`src/rtl/an_code_pkg.sv`:
```
// Shared constants, FSM state encoding and a width helper for the AN-code
// single-error-correcting decoder.
package an_code_pkg;

    localparam int DEF_A       = 6311;
    localparam int DEF_N_WIDTH = 20;
    localparam int DEF_A_WIDTH = 13;

    typedef enum logic [2:0] {
        ST_IDLE   = 3'd0,
        ST_DIV1   = 3'd1,
        ST_SEARCH = 3'd2,
        ST_DIV2   = 3'd3,
        ST_DONE   = 3'd4
    } state_e;

    // Number of bits needed to represent a non-negative value (at least 1).
    function automatic int bits_for(input longint value);
        int     b = 0;
        longint v = value;
        while (v > 0) begin
            b++;
            v = v >> 1;
        end
        return (b == 0) ? 1 : b;
    endfunction

endpackage

```
`src/rtl/an_seq_divider.sv`:
```
// Restoring radix-2 divider by the constant A: W_WIDTH steps, the first one
// taken on the start cycle directly from the dividend input.
module an_seq_divider
    import an_code_pkg::*;
#(
    parameter int W_WIDTH = 33,
    parameter int A       = DEF_A,
    parameter int A_WIDTH = DEF_A_WIDTH
) (
    input  logic               clk,
    input  logic               rst,
    input  logic               start,
    input  logic [W_WIDTH-1:0] dividend,
    output logic               busy,
    output logic               done,
    output logic [W_WIDTH-1:0] quotient,
    output logic [A_WIDTH-1:0] remainder
);

    localparam int               CNT_W = $clog2(W_WIDTH + 1);
    localparam logic [A_WIDTH:0] A_EXT = (A_WIDTH + 1)'(A);

    logic [W_WIDTH-1:0] quo_q, quo_d;
    logic [A_WIDTH-1:0] rem_q, rem_d;
    logic [CNT_W-1:0]   cnt_q, cnt_d;
    logic               busy_q, busy_d;
    logic               done_q, done_d;

    logic               load;
    logic [A_WIDTH-1:0] step_rem_in;
    logic [W_WIDTH-1:0] step_quo_in;
    logic [A_WIDTH:0]   trial;
    logic               take;
    logic [A_WIDTH-1:0] step_rem;
    logic [W_WIDTH-1:0] step_quo;

    always_comb begin
        load        = start && !busy_q;
        step_rem_in = load ? '0 : rem_q;
        step_quo_in = load ? dividend : quo_q;
        // Quotient bits shift in at the bottom while dividend bits leave the top.
        trial       = {step_rem_in, step_quo_in[W_WIDTH-1]};
        take        = (trial >= A_EXT);
        step_rem    = take ? A_WIDTH'(trial - A_EXT) : trial[A_WIDTH-1:0];
        step_quo    = {step_quo_in[W_WIDTH-2:0], take};

        quo_d  = quo_q;
        rem_d  = rem_q;
        cnt_d  = cnt_q;
        busy_d = busy_q;
        done_d = 1'b0;
        if (load) begin
            quo_d  = step_quo;
            rem_d  = step_rem;
            cnt_d  = CNT_W'(W_WIDTH - 1);
            busy_d = 1'b1;
        end else if (busy_q) begin
            quo_d = step_quo;
            rem_d = step_rem;
            cnt_d = cnt_q - CNT_W'(1);
            if (cnt_q == CNT_W'(1)) begin
                busy_d = 1'b0;
                done_d = 1'b1;
            end
        end
    end

    always_ff @(posedge clk or posedge rst) begin
        if (rst) begin
            quo_q  <= '0;
            rem_q  <= '0;
            cnt_q  <= '0;
            busy_q <= 1'b0;
            done_q <= 1'b0;
        end else begin
            quo_q  <= quo_d;
            rem_q  <= rem_d;
            cnt_q  <= cnt_d;
            busy_q <= busy_d;
            done_q <= done_d;
        end
    end

    assign busy      = busy_q;
    assign done      = done_q;
    assign quotient  = quo_q;
    assign remainder = rem_q;

endmodule

```
`src/rtl/an_sec_decoder_seq.sv`:
```
// Sequential AN-code decoder: divides by A, and on a nonzero remainder searches
// for a single +/-2^i arithmetic error, removes it and divides again.
module an_sec_decoder_seq
    import an_code_pkg::*;
#(
    parameter int N_WIDTH = DEF_N_WIDTH,
    parameter int A       = DEF_A,
    parameter int A_WIDTH = DEF_A_WIDTH,
    parameter int W_WIDTH = N_WIDTH + A_WIDTH
) (
    input  logic                       clk,
    input  logic                       rst,
    input  logic                       in_valid,
    output logic                       in_ready,
    input  logic [W_WIDTH-1:0]         in_w,
    output logic                       out_valid,
    input  logic                       out_ready,
    output logic [N_WIDTH-1:0]         out_n,
    output logic                       out_corrected,
    output logic                       out_uncorrectable,
    output logic [$clog2(W_WIDTH)-1:0] out_err_pos,
    output logic                       out_err_neg,
    output logic [2:0]                 dbg_state
);

    localparam int                 POS_W = $clog2(W_WIDTH);
    localparam logic [A_WIDTH-1:0] A_VAL = A_WIDTH'(A);
    localparam logic [A_WIDTH:0]   A_EXT = (A_WIDTH + 1)'(A);

    if ((A % 2) == 0 || A <= 2 || bits_for(A - 1) > A_WIDTH) begin : g_bad_params
        $error("an_sec_decoder_seq: A must be odd, greater than 2, and A-1 must fit in A_WIDTH");
    end

    state_e             state_q, state_d;
    logic               arm_q, arm_d;
    logic [W_WIDTH-1:0] w_q, w_d;
    logic [N_WIDTH-1:0] q1_q, q1_d;
    logic [A_WIDTH-1:0] r_q, r_d, p_q, p_d;
    logic [POS_W-1:0]   i_q, i_d;
    logic               neg_q, neg_d, bad_q, bad_d;
    logic [N_WIDTH-1:0] res_n_q, res_n_d;
    logic               res_corr_q, res_corr_d, res_unc_q, res_unc_d;
    logic [POS_W-1:0]   res_pos_q, res_pos_d;
    logic               res_neg_q, res_neg_d;

    logic               div_start, div_busy, div_done;
    logic [W_WIDTH-1:0] div_dividend, div_quo;
    logic [A_WIDTH-1:0] div_rem;

    logic [A_WIDTH-1:0] a_minus_p, p_next;
    logic [A_WIDTH:0]   p_dbl;
    logic               hit_pos, hit_neg;
    logic [W_WIDTH:0]   delta, w_prime;

    an_seq_divider #(
        .W_WIDTH(W_WIDTH),
        .A      (A),
        .A_WIDTH(A_WIDTH)
    ) u_div (
        .clk      (clk),
        .rst      (rst),
        .start    (div_start),
        .dividend (div_dividend),
        .busy     (div_busy),
        .done     (div_done),
        .quotient (div_quo),
        .remainder(div_rem)
    );

    always_comb begin
        a_minus_p = A_VAL - p_q;
        hit_pos   = (r_q == p_q);
        hit_neg   = (r_q == a_minus_p);
        delta     = (W_WIDTH + 1)'(1) << i_q;
        // One extra bit: a set MSB means W' went negative or reached 2^W_WIDTH.
        w_prime   = hit_pos ? ({1'b0, w_q} - delta) : ({1'b0, w_q} + delta);
        p_dbl     = {p_q, 1'b0};
        p_next    = (p_dbl >= A_EXT) ? A_WIDTH'(p_dbl - A_EXT) : p_dbl[A_WIDTH-1:0];

        state_d      = state_q;
        arm_d        = 1'b1;
        w_d          = w_q;
        q1_d         = q1_q;
        r_d          = r_q;
        p_d          = p_q;
        i_d          = i_q;
        neg_d        = neg_q;
        bad_d        = bad_q;
        res_n_d      = res_n_q;
        res_corr_d   = res_corr_q;
        res_unc_d    = res_unc_q;
        res_pos_d    = res_pos_q;
        res_neg_d    = res_neg_q;
        div_start    = 1'b0;
        div_dividend = w_q;

        case (state_q)
            ST_IDLE: begin
                if (in_valid && in_ready) begin
                    w_d     = in_w;
                    state_d = ST_DIV1;
                end
            end
            ST_DIV1: begin
                div_start = !div_busy && !div_done;
                if (div_done) begin
                    res_n_d    = div_quo[N_WIDTH-1:0];
                    res_corr_d = 1'b0;
                    res_unc_d  = 1'b0;
                    res_pos_d  = '0;
                    res_neg_d  = 1'b0;
                    if (div_rem == '0) begin
                        state_d = ST_DONE;
                    end else begin
                        q1_d    = div_quo[N_WIDTH-1:0];
                        r_d     = div_rem;
                        p_d     = A_WIDTH'(1);
                        i_d     = '0;
                        state_d = ST_SEARCH;
                    end
                end
            end
            ST_SEARCH: begin
                if (hit_pos || hit_neg) begin
                    neg_d        = !hit_pos;
                    bad_d        = w_prime[W_WIDTH];
                    div_start    = 1'b1;
                    div_dividend = w_prime[W_WIDTH-1:0];
                    state_d      = ST_DIV2;
                end else if (i_q == POS_W'(W_WIDTH - 1)) begin
                    res_unc_d = 1'b1;
                    state_d   = ST_DONE;
                end else begin
                    i_d = i_q + POS_W'(1);
                    p_d = p_next;
                end
            end
            ST_DIV2: begin
                if (div_done) begin
                    if (bad_q || div_rem != '0 || div_quo[W_WIDTH-1:N_WIDTH] != '0) begin
                        res_unc_d = 1'b1;
                    end else begin
                        res_n_d    = div_quo[N_WIDTH-1:0];
                        res_corr_d = 1'b1;
                        res_pos_d  = i_q;
                        res_neg_d  = neg_q;
                    end
                    state_d = ST_DONE;
                end
            end
            ST_DONE: begin
                if (out_ready) state_d = ST_IDLE;
            end
            default: state_d = ST_IDLE;
        endcase
    end

    always_ff @(posedge clk or posedge rst) begin
        if (rst) begin
            state_q    <= ST_IDLE;
            arm_q      <= 1'b0;
            w_q        <= '0;
            q1_q       <= '0;
            r_q        <= '0;
            p_q        <= '0;
            i_q        <= '0;
            neg_q      <= 1'b0;
            bad_q      <= 1'b0;
            res_n_q    <= '0;
            res_corr_q <= 1'b0;
            res_unc_q  <= 1'b0;
            res_pos_q  <= '0;
            res_neg_q  <= 1'b0;
        end else begin
            state_q    <= state_d;
            arm_q      <= arm_d;
            w_q        <= w_d;
            q1_q       <= q1_d;
            r_q        <= r_d;
            p_q        <= p_d;
            i_q        <= i_d;
            neg_q      <= neg_d;
            bad_q      <= bad_d;
            res_n_q    <= res_n_d;
            res_corr_q <= res_corr_d;
            res_unc_q  <= res_unc_d;
            res_pos_q  <= res_pos_d;
            res_neg_q  <= res_neg_d;
        end
    end

    // Handshakes: a word moves on any cycle where valid and ready are both high
    // at the rising edge; result fields read zero unless out_valid is high.
    assign in_ready          = (state_q == ST_IDLE) && arm_q;
    assign out_valid         = (state_q == ST_DONE);
    assign out_n             = out_valid ? res_n_q : '0;
    assign out_corrected     = out_valid && res_corr_q;
    assign out_uncorrectable = out_valid && res_unc_q;
    assign out_err_pos       = out_valid ? res_pos_q : '0;
    assign out_err_neg       = out_valid && res_neg_q;
    assign dbg_state         = state_q;

endmodule

```
`config.mk`:
```
export PLATFORM = sky130hd
export DESIGN_NAME = an_sec_decoder_seq
export DESIGN_NICKNAME = d
export VERILOG_FILES = /design/src/rtl/an_code_pkg.sv /design/src/rtl/an_seq_divider.sv /design/src/rtl/an_sec_decoder_seq.sv
export SDC_FILE = /design/constraint.sdc
export NUM_CORES = 1
export LEC_CHECK = 0
export ABC_AREA = 0
export CORE_AREA = 10 10 147 149
export DETAILED_ROUTE_END_ITERATION = 8
export DIE_AREA = 0 0 157 159
export DONT_BUFFER_PORTS = 1
export PLACE_DENSITY = 0.75
export SYNTH_ARGS = -nofsm -noshare
export SYNTH_HDL_FRONTEND = slang
export SYNTH_HIERARCHICAL = 1
export SYNTH_SLANG_ARGS = --single-unit
export TNS_END_PERCENT = 1
```
`constraint.sdc`:
```
create_clock -name clk -period 7.9 [get_ports clk]
set_clock_uncertainty 0.1 [all_clocks]
set_input_delay 1.975 -clock clk [delete_from_list [all_inputs] [get_ports clk]]
set_output_delay 1.975 -clock clk [all_outputs]
set_load 0.03 [all_outputs]
```
=== After elaboration in Yosys (flattened, before gate mapping) ===
Cells that the tools add are included.

* $add $sub $neg: 7
* Order comparisons: 2
* Eq/ne operators: 19
* Shift operators: 1
* Mux-type cells: 61
* Bitwise logic cells: 1
* Reduce and logical (&&, ||, !) cells: 28

{| class="wikitable"
|+ Operators by type and width
! kind !! number
|-
| 33-bit 2-to-1 mux || 5
|-
| 13-bit 2-to-1 mux || 9
|-
| 20-bit 2-to-1 mux || 4
|-
| 6-bit 2-to-1 mux || 10
|-
| 20-bit one-hot mux with 2 select lines || 1
|-
| 33-bit by 34-bit adder with 34-bit output || 1
|-
| 34-bit 2-to-1 mux || 1
|-
| 1-bit by 6-bit left shift with 34-bit output (first input constant) || 1
|-
| 33-bit by 34-bit subtractor with 34-bit output || 1
|-
| 14-bit by 13-bit >= comparator with 1-bit output (second input constant) || 2
|-
| 13-bit == test || 2
|-
| 13-bit one-hot mux with 2 select lines || 1
|-
| 13-bit nonzero test || 2
|-
| 13-bit subtractor (second input constant) || 2
|-
| 6-bit one-hot mux with 2 select lines || 2
|-
| 3-bit 2-to-1 mux || 7
|-
| 1-bit 2-to-1 mux || 16
|-
| 3-bit one-hot mux with 5 select lines || 1
|-
| 2-bit != test (second input constant) || 7
|-
| 13-bit zero test || 1
|-
| 13-bit subtractor (first input constant) || 1
|-
| 5-bit AND reduction || 2
|-
| 1-bit logical AND || 7
|-
| 6-bit by 1-bit adder with 6-bit output (second input constant) || 1
|-
| 20 further kinds || 32
|}

* Register bits: 154
* Input bits: 37
* Logic and storage cells: 137

=== Longest topological paths before layout ===
* Word-level depth: 11
* Mapped depth: 27

=== Hierarchy ===
Netlist, hierarchy kept.

{| class="wikitable"
|+ By module, submodules not included
! module !! instances !! cells each !! area an instance (um^2) !! seq. area each (um^2)
|-
| an_sec_decoder_seq || 1 || 961 || 8155.3 || 2502.4
|-
| an_seq_divider || 1 || 296 || 2875.3 || 1351.3
|}

=== Worst setup path after synthesis ===
No wires, ideal clock.

* Path type: register to register
* From: register i_q[3]
* To: register u_div.rem_q[0] (netlist: u_div/remainder[0])
* Setup time: 0.136 ns
* Data arrival time: 4.941 ns
* Setup slack: 2.722 ns
* Cell stages (with the launch flop): 28
* Buffers on the path: 3
* Period minus slack after synthesis: 5.178 ns
* Path through: dfrtp_1 > clkbuf_1 > clkbuf_1 > clkbuf_1 > nor2_1 > nand3_1 > ha_1 > a21boi_0 > nand4_1 > nand2b_1 > or2_2 > o21ai_0 > nand2_1 > nand2_1 > a22oi_1 > ha_1 > o21ai_0 > a21oi_1 > o22ai_1 > o21ai_0 > a31oi_1 > o311ai_0 > a21oi_1 > xnor2_1 > mux2_2 > nand2b_1 > mux2i_1 > o22ai_1

* Cells in the longest elaborated chain, start to end: 10

{| class="wikitable"
|+ Ends and longest elaborated chain
! item !! line !! source
|-
| start: declaration || an_sec_decoder_seq.sv:39 || <nowiki>logic [POS_W-1:0] i_q, i_d;</nowiki>
|-
| start signal: assignment || an_sec_decoder_seq.sv:181 || <nowiki>i_q <= i_d;</nowiki>
|-
| 1-bit by 6-bit left shift with 34-bit output * || an_sec_decoder_seq.sv:74 || <nowiki>delta = (W_WIDTH + 1)'(1) << i_q;</nowiki>
|-
| 33-bit by 34-bit adder with 34-bit output / 33-bit by 34-bit subtractor with 34-bit output (equally long branches) || an_sec_decoder_seq.sv:76 || <nowiki>w_prime = hit_pos ? ({1'b0, w_q} - delta) : ({1'b0, w_q} + delta);</nowiki>
|-
| 34-bit 2-to-1 mux * || an_sec_decoder_seq.sv:76 ||
|-
| 33-bit 2-to-1 mux * || an_sec_decoder_seq.sv:124 || <nowiki>if (hit_pos || hit_neg) begin</nowiki>
|-
| 33-bit 2-to-1 mux * || an_sec_decoder_seq.sv:97 || <nowiki>case (state_q)</nowiki>
|-
| named net div_dividend[32] || an_sec_decoder_seq.sv:47 || <nowiki>logic [W_WIDTH-1:0] div_dividend, div_quo;</nowiki>
|-
| 33-bit 2-to-1 mux * || an_seq_divider.sv:40 || <nowiki>step_quo_in = load ? dividend : quo_q;</nowiki>
|-
| 13-bit subtractor / 14-bit by 13-bit >= comparator with 1-bit output (equally long branches) || an_seq_divider.sv:44, an_seq_divider.sv:43 ||
|-
| 13-bit 2-to-1 mux * || an_seq_divider.sv:44 || <nowiki>step_rem = take ? A_WIDTH'(trial - A_EXT) : trial[A_WIDTH-1:0];</nowiki>
|-
| 13-bit 2-to-1 mux || an_seq_divider.sv:57 || <nowiki>end else if (busy_q) begin</nowiki>
|-
| 13-bit 2-to-1 mux * || an_seq_divider.sv:52 || <nowiki>if (load) begin</nowiki>
|-
| end signal: assignment || an_seq_divider.sv:77 || <nowiki>rem_q <= rem_d;</nowiki>
|-
| end: declaration || an_seq_divider.sv:24 || <nowiki>logic [A_WIDTH-1:0] rem_q, rem_d;</nowiki>
|}

Mark *: on every way through the listed nets, which the timed path passes. The rest lies on a longest branch. The select of a mux whose other input is x is not followed.
A chain may end at the register's enable or synchronous reset.

=== Worst setup path in the final report ===
* From: register i_q[3]
* To: register u_div.quo_q[30] (netlist: u_div/quotient[30])

* Cells in the longest elaborated chain, start to end: 8

{| class="wikitable"
|+ Ends and longest elaborated chain
! item !! line !! source
|-
| 1-bit by 6-bit left shift with 34-bit output * || an_sec_decoder_seq.sv:74 ||
|-
| 33-bit by 34-bit adder with 34-bit output / 33-bit by 34-bit subtractor with 34-bit output (equally long branches) || an_sec_decoder_seq.sv:76 ||
|-
| 34-bit 2-to-1 mux * || an_sec_decoder_seq.sv:76 ||
|-
| 33-bit 2-to-1 mux * || an_sec_decoder_seq.sv:124 ||
|-
| 33-bit 2-to-1 mux * || an_sec_decoder_seq.sv:97 ||
|-
| named net div_dividend[29] || an_sec_decoder_seq.sv:47 ||
|-
| 33-bit 2-to-1 mux * || an_seq_divider.sv:40 ||
|-
| 33-bit 2-to-1 mux || an_seq_divider.sv:57 ||
|-
| 33-bit 2-to-1 mux * || an_seq_divider.sv:52 ||
|-
| end signal: assignment || an_seq_divider.sv:76 || <nowiki>quo_q <= quo_d;</nowiki>
|-
| end: declaration || an_seq_divider.sv:23 || <nowiki>logic [W_WIDTH-1:0] quo_q, quo_d;</nowiki>
|}

Marks and branches as above.

==> out/results.ini <==
[run_status]
run_status = finished clean

[cts]
cts.sink_count = 154
cts_post_setup_buffers_inserted = 0
clock_tree.buffer_depth = 2
number_of_gates_resized_after_cts = 0
path_clk_slew_ns = 0.06
insertion_delay_ns = 0.44
cts_hold_buf = 0
htreeDepth = 4
numCtsBuffers = 17
cts.root.buffer_cell = sky130_fd_sc_hd__clkbuf_16
clock_tree_from_tritoncts = built

[placement]
io_buffer_count = 0
placer_s_final_routability_congestion_estimate = 0.974
total_instance_count_after_detailed_placement = 1423
place_worst_setup_slack_ns = 2.16
detailedPlacementHpwl_mm = 18.8
placed_cell_area_um2 = 11100

[timing]
final_slew_violations = 0
setup_repair_after_global_routing_missed_its_margin = no
worst_slew_pin_slew_ns = 1.02
final.setup.tns_ns = 0
max_freq_mhz = 169
finalWorstSetupSlack_ns = 1.97
period_needed_ns = 5.93
period_share = 0.750
report.final.setup_viol = 0
hold_viol_final = 0
worst_slew_margin_rel = 0.317

[detailed_routing]
initial_drt_pass_iterations = 8
routed-via-count = 9060
average_wire_per_cell_in_the_routed_design_um = 18.5
drt_iter0_markers = 841
drc_errors = 0
ant_nets = 0
vias_per_cell = 6.23
route.final.wire_length_mm = 26.9

[floorplanning]
ports = 71
fp.coreArea_um2 = 18600
die_y_um = 159
initial_core_util = 0.594
die-width_um = 157
dieArea_um2 = 25000
floorplan.rows = 50

[min_path]
timing.hold.worst_endpoint = u_div/cnt_q[5]
hold_path_origin = u_div/cnt_q[5]
hold_path.class = flop to flop
whs_path_depth = 1

[global_routing]
global_route_wire_length_before_repair_mm = 44.6
initial_antenna_violation_count = 0
largest_net_degree_at_the_start_of_global_routing = 94
grt_overflow = 0
groute.usage.overall = 0.217
number_of_global_route_vias_before_repair = 8592

[synthesis]
netlist_cell_types = 89
post_synth_inst_count = 1257
synth_enable_flop_cells = 0
postSynthRegisterBits = 154
ys_warn_count = 6
synth_sequential_area_ratio = 0.349
asyncSetResetFlopFracSynth = 1.00
synth_top_flop_cell = sky130_fd_sc_hd__dfrtp_1
cell_area_synth_um2 = 11000
post_synth.cell_area_avg_um2 = 8.78
synthesis.nets = 1341

[final_layout]
final_cell_area_um2 = 11700
antenna_cells_inserted = 0
instances_no_fill = 1455
final_layout_size_suffix_gt1_frac = 0.115
num-nets-final = 1292
fillCellCount = 1521
area_delta_synth_final_pct = 5.88

[worst_setup_path]
reg2reg_to = u_div/quotient[30]
critical_path_peak_fanout = 29
timing.setup.critical_path_class = flop to flop
endpoint_kind = flop
path_cells = nor4_1, nand2_1, ha_1, a21boi_0, nand4_1, nand2b_1, or2_2, o21ai_0, nand2_1, nand2_1, a22oi_1, ha_1, a21o_1, a21oi_1, nor2_1, nor4_1, o41ai_1, a22o_1, a21boi_0, xor2_1, o21ai_0, mux2i_1, o21ai_0
rr_worst_depth = 23
worst_ep_arrival_time_ns = 6.17
r2r_start = i_q[3]
worst_endpoint_required_time_ns = 8.15
r2r_setup_slack_ns = 1.97
crit_path_start_kind = flop
worst_path_largest_cell_delay_ns = 0.86
critPathSlowestCell = sky130_fd_sc_hd__dfrtp_1

[flow_run]
max_cap_viol_count = 0

[how the worst max path moves through the flow]
stage           start            endpoint
2_1_floorplan  i_q[3]  u_div/remainder[0]
3_3_place_gp   i_q[1]  u_div/remainder[0]
3_5_place_dp   i_q[3]  u_div/quotient[30]
4_1_cts        i_q[3]  u_div/quotient[30]
5_1_grt        i_q[3]  u_div/remainder[0]
6_report       i_q[3]  u_div/quotient[30]
[state kept, by name, summed over array words and instances, names as in the netlist, 3 cells and up]
| register | cells |
|---|---|
| i_q | 6 |
| res_pos_q | 6 |
| u_div/cnt_q | 6 |
| u_div/remainder | 13 |
| res_n_q | 20 |
| r_q | 13 |
| dbg_state | 3 |
| p_q | 13 |
| u_div/quotient | 33 |
| w_q | 33 |
[metal layers]
layer  track usage  vias up  wire (µm)  part of all wire
met3        0.0437       25       1470             0.055
met2         0.332      263      12200              0.45
met4        0.0567        0        303             0.011
met1         0.305     4336      12900              0.48
met5             0        -          0                 0
li1              -     4436          -                 -
[layout make-up]
type                    instances  area [µm²]  area share
well taps                     234         293      0.0251
inverters                      33         126      0.0108
repair buffers                 10        75.1     0.00643
flip-flops and latches        154        3850       0.330
clock inverters                 9         135      0.0116
multi-input cells             992        6710       0.574
clock buffers                  23         488      0.0418
[metrics by stage]
stage / util / hold slack [ns]
finish: 0.629 / 0.367
global route: 0.629 / 0.394
CTS: 0.629 / 0.371
detailed placement: 0.595 / 0.364
global placement: 0.595 / 0.357
floorplan: - / 0.335
[cells in the mapped netlist (10+ instances only)]
library cell | number | area share
sky130_fd_sc_hd__o211ai_1 | 11 | 0.0075
sky130_fd_sc_hd__nor2_1 | 62 | 0.021
sky130_fd_sc_hd__nand2_1 | 184 | 0.063
sky130_fd_sc_hd__dfrtp_1 | 154 | 0.35
sky130_fd_sc_hd__xnor2_1 | 49 | 0.039
sky130_fd_sc_hd__nor3_1 | 19 | 0.0086
sky130_fd_sc_hd__mux2_2 | 72 | 0.074
sky130_fd_sc_hd__buf_2 | 16 | 0.0073
sky130_fd_sc_hd__mux2i_1 | 38 | 0.034
sky130_fd_sc_hd__inv_1 | 31 | 0.011
sky130_fd_sc_hd__nor4_1 | 12 | 0.0068
sky130_fd_sc_hd__a22o_1 | 12 | 0.0095
sky130_fd_sc_hd__nand2b_1 | 10 | 0.0057
sky130_fd_sc_hd__o21ai_0 | 120 | 0.054
sky130_fd_sc_hd__o31ai_1 | 18 | 0.012
sky130_fd_sc_hd__xor2_1 | 27 | 0.021
sky130_fd_sc_hd__ha_1 | 46 | 0.052
sky130_fd_sc_hd__a31oi_1 | 14 | 0.0079
sky130_fd_sc_hd__nand3_1 | 30 | 0.014
sky130_fd_sc_hd__clkbuf_1 | 49 | 0.017
sky130_fd_sc_hd__nor2b_1 | 12 | 0.0068
sky130_fd_sc_hd__a21o_1 | 18 | 0.012
sky130_fd_sc_hd__and2_1 | 35 | 0.020
sky130_fd_sc_hd__a21oi_1 | 50 | 0.023
[cells in the final DEF, fill, tap and decap left out, types with 19 or more instances in the layout]
master	Yosys	routed
sky130_fd_sc_hd__nand2_1	184	184
sky130_fd_sc_hd__dfrtp_1	154	153
sky130_fd_sc_hd__nor2_1	62	61
sky130_fd_sc_hd__a21oi_1	50	50
sky130_fd_sc_hd__nor3_1	19	19
sky130_fd_sc_hd__and2_1	35	35
sky130_fd_sc_hd__mux2_2	72	72
sky130_fd_sc_hd__xor2_1	27	27
sky130_fd_sc_hd__inv_1	31	29
sky130_fd_sc_hd__ha_1	46	46
sky130_fd_sc_hd__o21ai_0	120	120
sky130_fd_sc_hd__xnor2_1	49	49
sky130_fd_sc_hd__nand3_1	30	30
sky130_fd_sc_hd__mux2i_1	38	38
[critical path: cells and delay by family (launching register included)]
family,cells,cell delay [ns]
xor gates and xnor gates,1,0.15
AOI/OAI and AO/OA,10,2.42
adders and majority gates,2,0.60
and+or+nand+nor,9,1.61
DFF,1,0.86
muxes,1,0.09
[cell families after synthesis]
logic type      count (synthesis)  share of synthesized area
flops                         154                      0.349
buf+inv                       111                     0.0433
simple gates                  422                      0.186
other cells                     1                   0.000340
xor+xnor                       76                     0.0603
compound gates                335                      0.197
mux                           111                      0.109
fa+ha+maj                      47                     0.0540
Power is not shown: default switching activity piles up to over one toggle a cycle in this logic, so the estimate is an artifact.
